### src/rtl/sprite_mover.sv
// Frame-tick driven sprite animator: erase, step diagonally with wall bounce, redraw.
// Optional build macro SPRITE_MOVER_PENDING_EN keeps one tick that arrives while busy.
module sprite_mover #(
    parameter int         SIZE  = 4,
    parameter int         X_MAX = 160,
    parameter int         Y_MAX = 120,
    parameter logic [2:0] FG    = 3'b111,
    parameter logic [2:0] BG    = 3'b000
) (
    input  logic        clock,
    input  logic        resetn,
    input  logic [24:0] frame_count,
    input  logic        enable,
    output logic [7:0]  x,
    output logic [6:0]  y,
    output logic [2:0]  colour,
    output logic        plot,
    output logic        busy
);

    typedef enum logic [1:0] {IDLE, ERASE, MOVE, DRAW} state_t;

    localparam logic [2:0] LAST  = 3'(SIZE - 1);
    localparam logic [7:0] X_LIM = 8'(X_MAX - SIZE);
    localparam logic [6:0] Y_LIM = 7'(Y_MAX - SIZE);

    state_t      state_q, state_d;
    logic [7:0]  px_q, px_d;
    logic [6:0]  py_q, py_d;
    logic        dx_q, dx_d, dy_q, dy_d;
    logic [2:0]  ox_q, ox_d, oy_q, oy_d;
    logic [7:0]  x_q, x_d;
    logic [6:0]  y_q, y_d;
    logic [2:0]  colour_q, colour_d;
    logic        plot_q, plot_d;
    logic        busy_q, busy_d;
`ifdef SPRITE_MOVER_PENDING_EN
    logic        pend_q, pend_d;
`endif

    logic        tick, start, last_pix;
    logic [2:0]  ox_n, oy_n;

    assign tick     = (frame_count == 25'd0) && enable;
    assign last_pix = (ox_q == LAST) && (oy_q == LAST);
    assign ox_n     = (ox_q == LAST) ? 3'd0 : ox_q + 3'd1;
    assign oy_n     = (ox_q == LAST) ? oy_q + 3'd1 : oy_q;

    always_comb begin
        // NOTE: every signal gets a default here so no path leaves one unassigned (no latches).
        state_d  = state_q;
        px_d     = px_q;
        py_d     = py_q;
        dx_d     = dx_q;
        dy_d     = dy_q;
        ox_d     = ox_q;
        oy_d     = oy_q;
        x_d      = x_q;
        y_d      = y_q;
        colour_d = colour_q;
        plot_d   = 1'b0;
`ifdef SPRITE_MOVER_PENDING_EN
        pend_d = pend_q;
        start  = tick || (pend_q && enable);
        if (!enable) begin
            pend_d = 1'b0;
        end else if (state_q != IDLE && tick) begin
            pend_d = 1'b1;
        end else if (state_q == IDLE && start) begin
            pend_d = 1'b0;
        end
`else
        start = tick;
`endif

        case (state_q)
            IDLE: begin
                if (start) begin
                    state_d  = ERASE;
                    ox_d     = 3'd0;
                    oy_d     = 3'd0;
                    x_d      = px_q;
                    y_d      = py_q;
                    colour_d = BG;
                    plot_d   = 1'b1;
                end
            end
            ERASE, DRAW: begin
                if (last_pix) begin
                    state_d = (state_q == ERASE) ? MOVE : IDLE;
                    ox_d    = 3'd0;
                    oy_d    = 3'd0;
                end else begin
                    ox_d     = ox_n;
                    oy_d     = oy_n;
                    x_d      = px_q + {5'd0, ox_n};
                    y_d      = py_q + {4'd0, oy_n};
                    colour_d = (state_q == ERASE) ? BG : FG;
                    plot_d   = 1'b1;
                end
            end
            MOVE: begin
                // Reverse at a wall and step one pixel back inside in the same cycle.
                if (dx_q && px_q == X_LIM) begin
                    dx_d = 1'b0;
                    px_d = px_q - 8'd1;
                end else if (!dx_q && px_q == 8'd0) begin
                    dx_d = 1'b1;
                    px_d = px_q + 8'd1;
                end else begin
                    px_d = dx_q ? px_q + 8'd1 : px_q - 8'd1;
                end
                if (dy_q && py_q == Y_LIM) begin
                    dy_d = 1'b0;
                    py_d = py_q - 7'd1;
                end else if (!dy_q && py_q == 7'd0) begin
                    dy_d = 1'b1;
                    py_d = py_q + 7'd1;
                end else begin
                    py_d = dy_q ? py_q + 7'd1 : py_q - 7'd1;
                end
                state_d  = DRAW;
                x_d      = px_d;
                y_d      = py_d;
                colour_d = FG;
                plot_d   = 1'b1;
            end
            default: state_d = IDLE;
        endcase

        busy_d = (state_d != IDLE);
    end

    // NOTE: state registers use non-blocking assignment so all flops update together.
    always_ff @(posedge clock) begin
        if (!resetn) begin
            state_q  <= IDLE;
            px_q     <= 8'd0;
            py_q     <= 7'd0;
            dx_q     <= 1'b1;
            dy_q     <= 1'b1;
            ox_q     <= 3'd0;
            oy_q     <= 3'd0;
            x_q      <= 8'd0;
            y_q      <= 7'd0;
            colour_q <= BG;
            plot_q   <= 1'b0;
            busy_q   <= 1'b0;
`ifdef SPRITE_MOVER_PENDING_EN
            pend_q   <= 1'b0;
`endif
        end else begin
            state_q  <= state_d;
            px_q     <= px_d;
            py_q     <= py_d;
            dx_q     <= dx_d;
            dy_q     <= dy_d;
            ox_q     <= ox_d;
            oy_q     <= oy_d;
            x_q      <= x_d;
            y_q      <= y_d;
            colour_q <= colour_d;
            plot_q   <= plot_d;
            busy_q   <= busy_d;
`ifdef SPRITE_MOVER_PENDING_EN
            pend_q   <= pend_d;
`endif
        end
    end

    assign x      = x_q;
    assign y      = y_q;
    assign colour = colour_q;
    assign plot   = plot_q;
    assign busy   = busy_q;

endmodule

### config.mk
export PLATFORM = sky130hd
export DESIGN_NAME = sprite_mover
export DESIGN_NICKNAME = d
export VERILOG_FILES = /design/src/rtl/sprite_mover.sv
export SDC_FILE = /design/constraint.sdc
export NUM_CORES = 1
export LEC_CHECK = 0
export ABC_CLOCK_PERIOD_IN_PS = 3400
export BUFFER_PORTS_ARGS = -buffer_cell sky130_fd_sc_hd__buf_4
export CORE_MARGIN = 2
export CORE_UTILIZATION = 50
export DETAILED_ROUTE_END_ITERATION = 6
export PLACE_DENSITY_LB_ADDON = 0.1
export SYNTH_ARGS = -nofsm -noshare
export SYNTH_HDL_FRONTEND = slang
export SYNTH_SLANG_ARGS = --single-unit
### constraint.sdc
create_clock -name clock -period 3.4 [get_ports clock]
set_input_delay 0.51 -clock clock [delete_from_list [all_inputs] [get_ports clock]]
set_output_delay 0.51 -clock clock [all_outputs]
set_load 0.05 [all_outputs]
# Word level (Yosys, flattened, before mapping)

Index checks and enable logic that the tools add are counted.

Bits in registers: 45

Muxes and demuxes: 33
Eq/ne operators: 9
Reductions and logical operators: 21
$add $sub $neg: 8

Operator list:

| cell                | number |
|---|---|
| $mux 8              | 5 |
| $mux 7              | 5 |
| $logic_not 25->1    | 1 |
| $pmux 8 s3          | 1 |
| $mux 3              | 7 |
| $pmux 7 s3          | 1 |
| $pmux 3 s2          | 2 |
| $pmux 3 s3          | 1 |
| $add 8x1->8 const B | 1 |
| $add 8x3->8         | 1 |
| $eq 8x8->1 const B  | 1 |
| $logic_not 8->1     | 1 |
| $reduce_and 2->1    | 4 |
| $reduce_bool 2->1   | 4 |
| $sub 8x1->8 const B | 1 |
| $add 7x1->7 const B | 1 |
| $add 7x3->7         | 1 |
| $eq 7x7->1 const B  | 1 |
| $logic_not 7->1     | 1 |
| $sub 7x1->7 const B | 1 |
| $add 3x1->3 const B | 2 |
| $eq 3x2->1 const B  | 2 |
| $logic_and 1x1->1   | 6 |
| $mux 1              | 6 |
| other kinds (9)     | 14 |

# Depth between registers and ports, before layout

Word-level depth: 5
Gate-level depth with buffers: 11

# Worst setup path after synthesis

OpenSTA, ideal clock, no wires.

Kind: register to register
Start: reg ox_q[0]
End: reg y_q[5] (netlist: y[5])
Required time: 3312 ps
Slack: 835 ps
Library setup time: 88 ps
Clock period less this slack: 2565 ps
Path buffers: 1
Cell stages (with the launch flop): 10
Arrival: 2477 ps
Cells stage by stage: dfxtp_1 ha_1 nor2b_1 clkbuf_1 mux2_2 ha_1 nand3_1 a211oi_1 mux2_2 a311oi_2

Word-level cells in the longest chain between the ends: 5
Elaborated cells between the ends (all ways): 8
Those cells by class: 1 x add/sub; 2 x eq/ne; 3 x mux; 2 x reduce/logical

RTL lines:

| item                   | RTL line | RTL |
|---|---|---|
| start, declared        | 31       | `logic [2:0] ox_q, ox_d, oy_q, oy_d;` |
| start signal, assigned | 142      | `ox_q <= 3'd0;` |
| start signal, assigned | 158      | `ox_q <= ox_d;` |
| $eq 3x2->1 *           | 45, 47   |  |
| $mux 3                 | 47       | `assign oy_n = (ox_q == LAST) ? oy_q + 3'd1 : oy_q;` |
| $add 7x3->7            | 97       | `y_d = py_q + {4'd0, oy_n};` |
| $mux 7                 | 89       | `if (last_pix) begin` |
| $pmux 7 s3             | 76       | `case (state_q)` |
| end signal, assigned   | 161      | `y_q <= y_d;` |
| end, declared          | 33       | `logic [6:0] y_q, y_d;` |

Every way passes the cells marked *; elsewhere a longest branch is shown, timed or not. The select of a mux whose other input is x is not followed.
A chain may end at the register's enable or synchronous reset.

# Final worst setup path

Start: reg ox_q[0]
End: reg y_q[6] (netlist: y[6])

The elaborated chain is that of the path after synthesis.

==> run summary <==
status = complete, no violations
io pins = 48
Synth Area per Inst = 8.20 µm²
Tmin final = 2.88 ns
CP max stage delay = 0.50 ns
width of the die = 81.8 µm
Post-Synthesis Cell Area = 3030 µm²
Syn Inst Count = 369
Hold EP = ox_q[2]
global placer's final weighted congestion = 0.855
post-route ant nets = 0
gr usage total = 24.2%
Power Density = 267 nW/µm²
Die Y = 81.8 µm
nets = 442
Post-Syn Nets = 414
fraction of final layout cells sized beyond drive strength 1 = 20.1%
Synth Area in Adders = 7.53%
most common cell after layout, fill and taps aside = buf_4
pre-CTS setup slack = 0.578 ns
Leakage = 0.00133 µW
total CTS buffers = 5
Resized Gates After CTS = 0
Clock Skews = 0.00439 ns
Levels on crit path = 9
total power = 911 µW
Async SR Flop Fraction = 0%
clock buffer depth = 2
detailed-route DRC error count = 0
maximum fanout along the worst path = 10
Final Hold Fails = 0
Clk Latency, worst-skew pair = 0.30 ns
largest net degree at the start of global routing = 25
setup_tns = 0 ns
XOR/XNOR Fraction of Synth Area = 2.61%
unique cell type count in the Yosys netlist = 67
Seq cells post-synth = 43
CTS sink cnt = 43
Worst EP required = 3.62 ns
worst path bufs/invs = 0
slew of the pin with the lowest slew margin = 1.02 ns
Via density = 6.19
Fill cells = 548
CTS tree = done
Hold Crit Depth = 2
cell family with most CP delay = simple AND/OR/NAND/NOR gates
Final Max Tran Viols = 0
vias in the first global route = 2586
sequential share of the synthesized area = 28.5%
Yosys Warn Count = 0
multiplexer area fraction after synthesis = 2.85%
Layout Utilization = 58.1%
Die ar. = 6690 µm²
Reg2Reg Depth = 9
Port Buffers = 47
Initial Util = 51.4%
Max Cap Viol = 0
placed cell area = 3310 µm²
Reg2Reg Launch Point = ox_q[0]
design area = 3420 µm²
antenna violations before repair = 0
peak supply drop = 0.191 mV
Detailed Route WL = 7970 µm
Synth Area in Simple Gates = 25.0%
crit-path cells = ha_1 > nor2b_1 > mux2_2 > fa_1 > a21oi_1 > o311ai_0 > o41ai_1 > nor4_1 > nor3_1
Row Count = 28
crit path launch type = flop
dominant synthesized flop cell = dfxtp_1
post-CTS setup buffers = 0
first-pass GRT wire length = 12600 µm
Synth Area in Compound Gates = 25.6%
HP Class = reg2reg
Vias = 2930
clk slew on worst S/H paths = 0.09 ns
R2R Setup Slk = 0.52 ns
Max Freq = 0.347 GHz
Max-slew headroom = 31.8%
grt ovf = 0
1st-iter DRT viols = 258
endpoints failing setup = 0
CP Capture Type = flop
ant diodes = 0
Crit Path Class = reg2reg
H-tree depth = 2
core footprint = 5890 µm²
largest family of logic cells by synthesized area = compound AO/OA/AOI/OAI gates
CP max stage cell = nor2b_1
Area growth syn-to-layout = 12.9%
hold buffer count at CTS = 0
RR Endpoint = y[6]
hpwl dp = 5620 µm
post-route clock period utilization = 84.8%
crit path DAT = 3.10 ns
Initial DRT Pass Iterations = 5
EDFF count, synth = 0
hold wc startpoint = ox_q[2]
RSZ-0062 raised after global routing = no
routed len/inst = 16.8 µm
Setup WS post-layout = 0.518 ns
Clk Tree Root Cell = clkbuf_8
commonest non-fill, non-tap cells in the layout = 51 x buf_4, 44 x a21oi_1, 43 x dfxtp_1
## flip-flops by register name, indices dropped and copies added, names as in the netlist
name / cells
px_q: 8
x: 8
py_q: 7
y: 7
ox_q: 3
oy_q: 3
state_q: 2
busy: 1
colour: 1
dx_q: 1
dy_q: 1
plot: 1
## final cells by class
cell class | instances | area (µm²) | area share, %
clock inverters | 1 | 7.51 | 0.220
repair buffers | 51 | 383 | 11.2
well taps | 75 | 93.8 | 2.75
flip-flops and latches | 43 | 861 | 25.2
inverters | 14 | 52.6 | 1.54
multi-input cells | 282 | 1920 | 56.3
clock buffers | 7 | 96.3 | 2.82
## worst max path at each step
stage / from / to / slack [ns]
after CTS: ox_q[0] / y[6] / 0.55
final: ox_q[0] / y[6] / 0.52
after global placement: ox_q[0] / y[5] / 0.66
after detailed placement: ox_q[0] / y[6] / 0.58
after global routing: ox_q[0] / y[6] / 0.30
after floorplan: ox_q[0] / y[5] / 0.83
## cells by family after synthesis
kind of cell / count (synthesis)
AND/OR/NAND/NOR: 131
AO/OA/AOI/OAI: 117
buffers and inverters: 44
flip-flops: 43
adder cells (fa/ha/maj): 17
XOR/XNOR: 9
multiplexers: 8
## cells in the mapped netlist, types with 4 or more instances
cell type | instances | area [µm²]
nand4_1 | 7 | 43.8
or3_1 | 5 | 31.3
o21ai_1 | 8 | 40.0
a21oi_1 | 44 | 220
nor4_1 | 12 | 75.1
xnor2_1 | 6 | 52.6
clkbuf_1 | 13 | 48.8
a21boi_0 | 4 | 30.0
and2_1 | 4 | 25.0
a311oi_1 | 7 | 61.3
dfxtp_1 | 43 | 861
inv_1 | 14 | 52.6
nand2_1 | 28 | 105
mux2_2 | 5 | 56.3
buf_2 | 6 | 30.0
and4_1 | 4 | 35.0
a21o_1 | 4 | 30.0
nor2_1 | 20 | 75.1
o21ai_0 | 14 | 70.1
ha_1 | 15 | 188
and3_1 | 4 | 25.0
nor2b_1 | 4 | 25.0
nor3_1 | 11 | 55.1
nand3_1 | 14 | 70.1
## tightest hold or removal path, delay by kind of cell, from the launching register on
| kind | cells | cell delay, ns |
|---|---|---|
| flops | 1 | 0.34 |
| simple gates | 2 | 0.10 |
## metrics by stage
step | instances | hold WS [ns]
after CTS | 473 | 0.465
after floorplan | 369 | 0.424
after detailed placement | 465 | 0.449
final | 473 | 0.469
after global placement | 465 | 0.445
after global routing | 473 | 0.495
## power breakdown
group	total, µW	internal (µW)	switching, µW	leakage, µW
sequential	503	503	0.0000105	0.000346
clock	372	185	187	0.0000505
combinational	35.8	21.7	14.1	0.000937
total	911	710	201	0.00133
## per-layer routing
| layer | vias to the layer above | wire [µm] | global-route usage, % |
|---|---|---|---|
| met3 | 6 | 479 | 3.85 |
| met2 | 118 | 3460 | 36.7 |
| li1 | 1437 | - | - |
| met4 | 0 | 51 | 4.83 |
| met1 | 1369 | 3980 | 36.2 |
| met5 | - | 0 | 0 |
No activity file was read; power rests on OpenSTA's default activity.
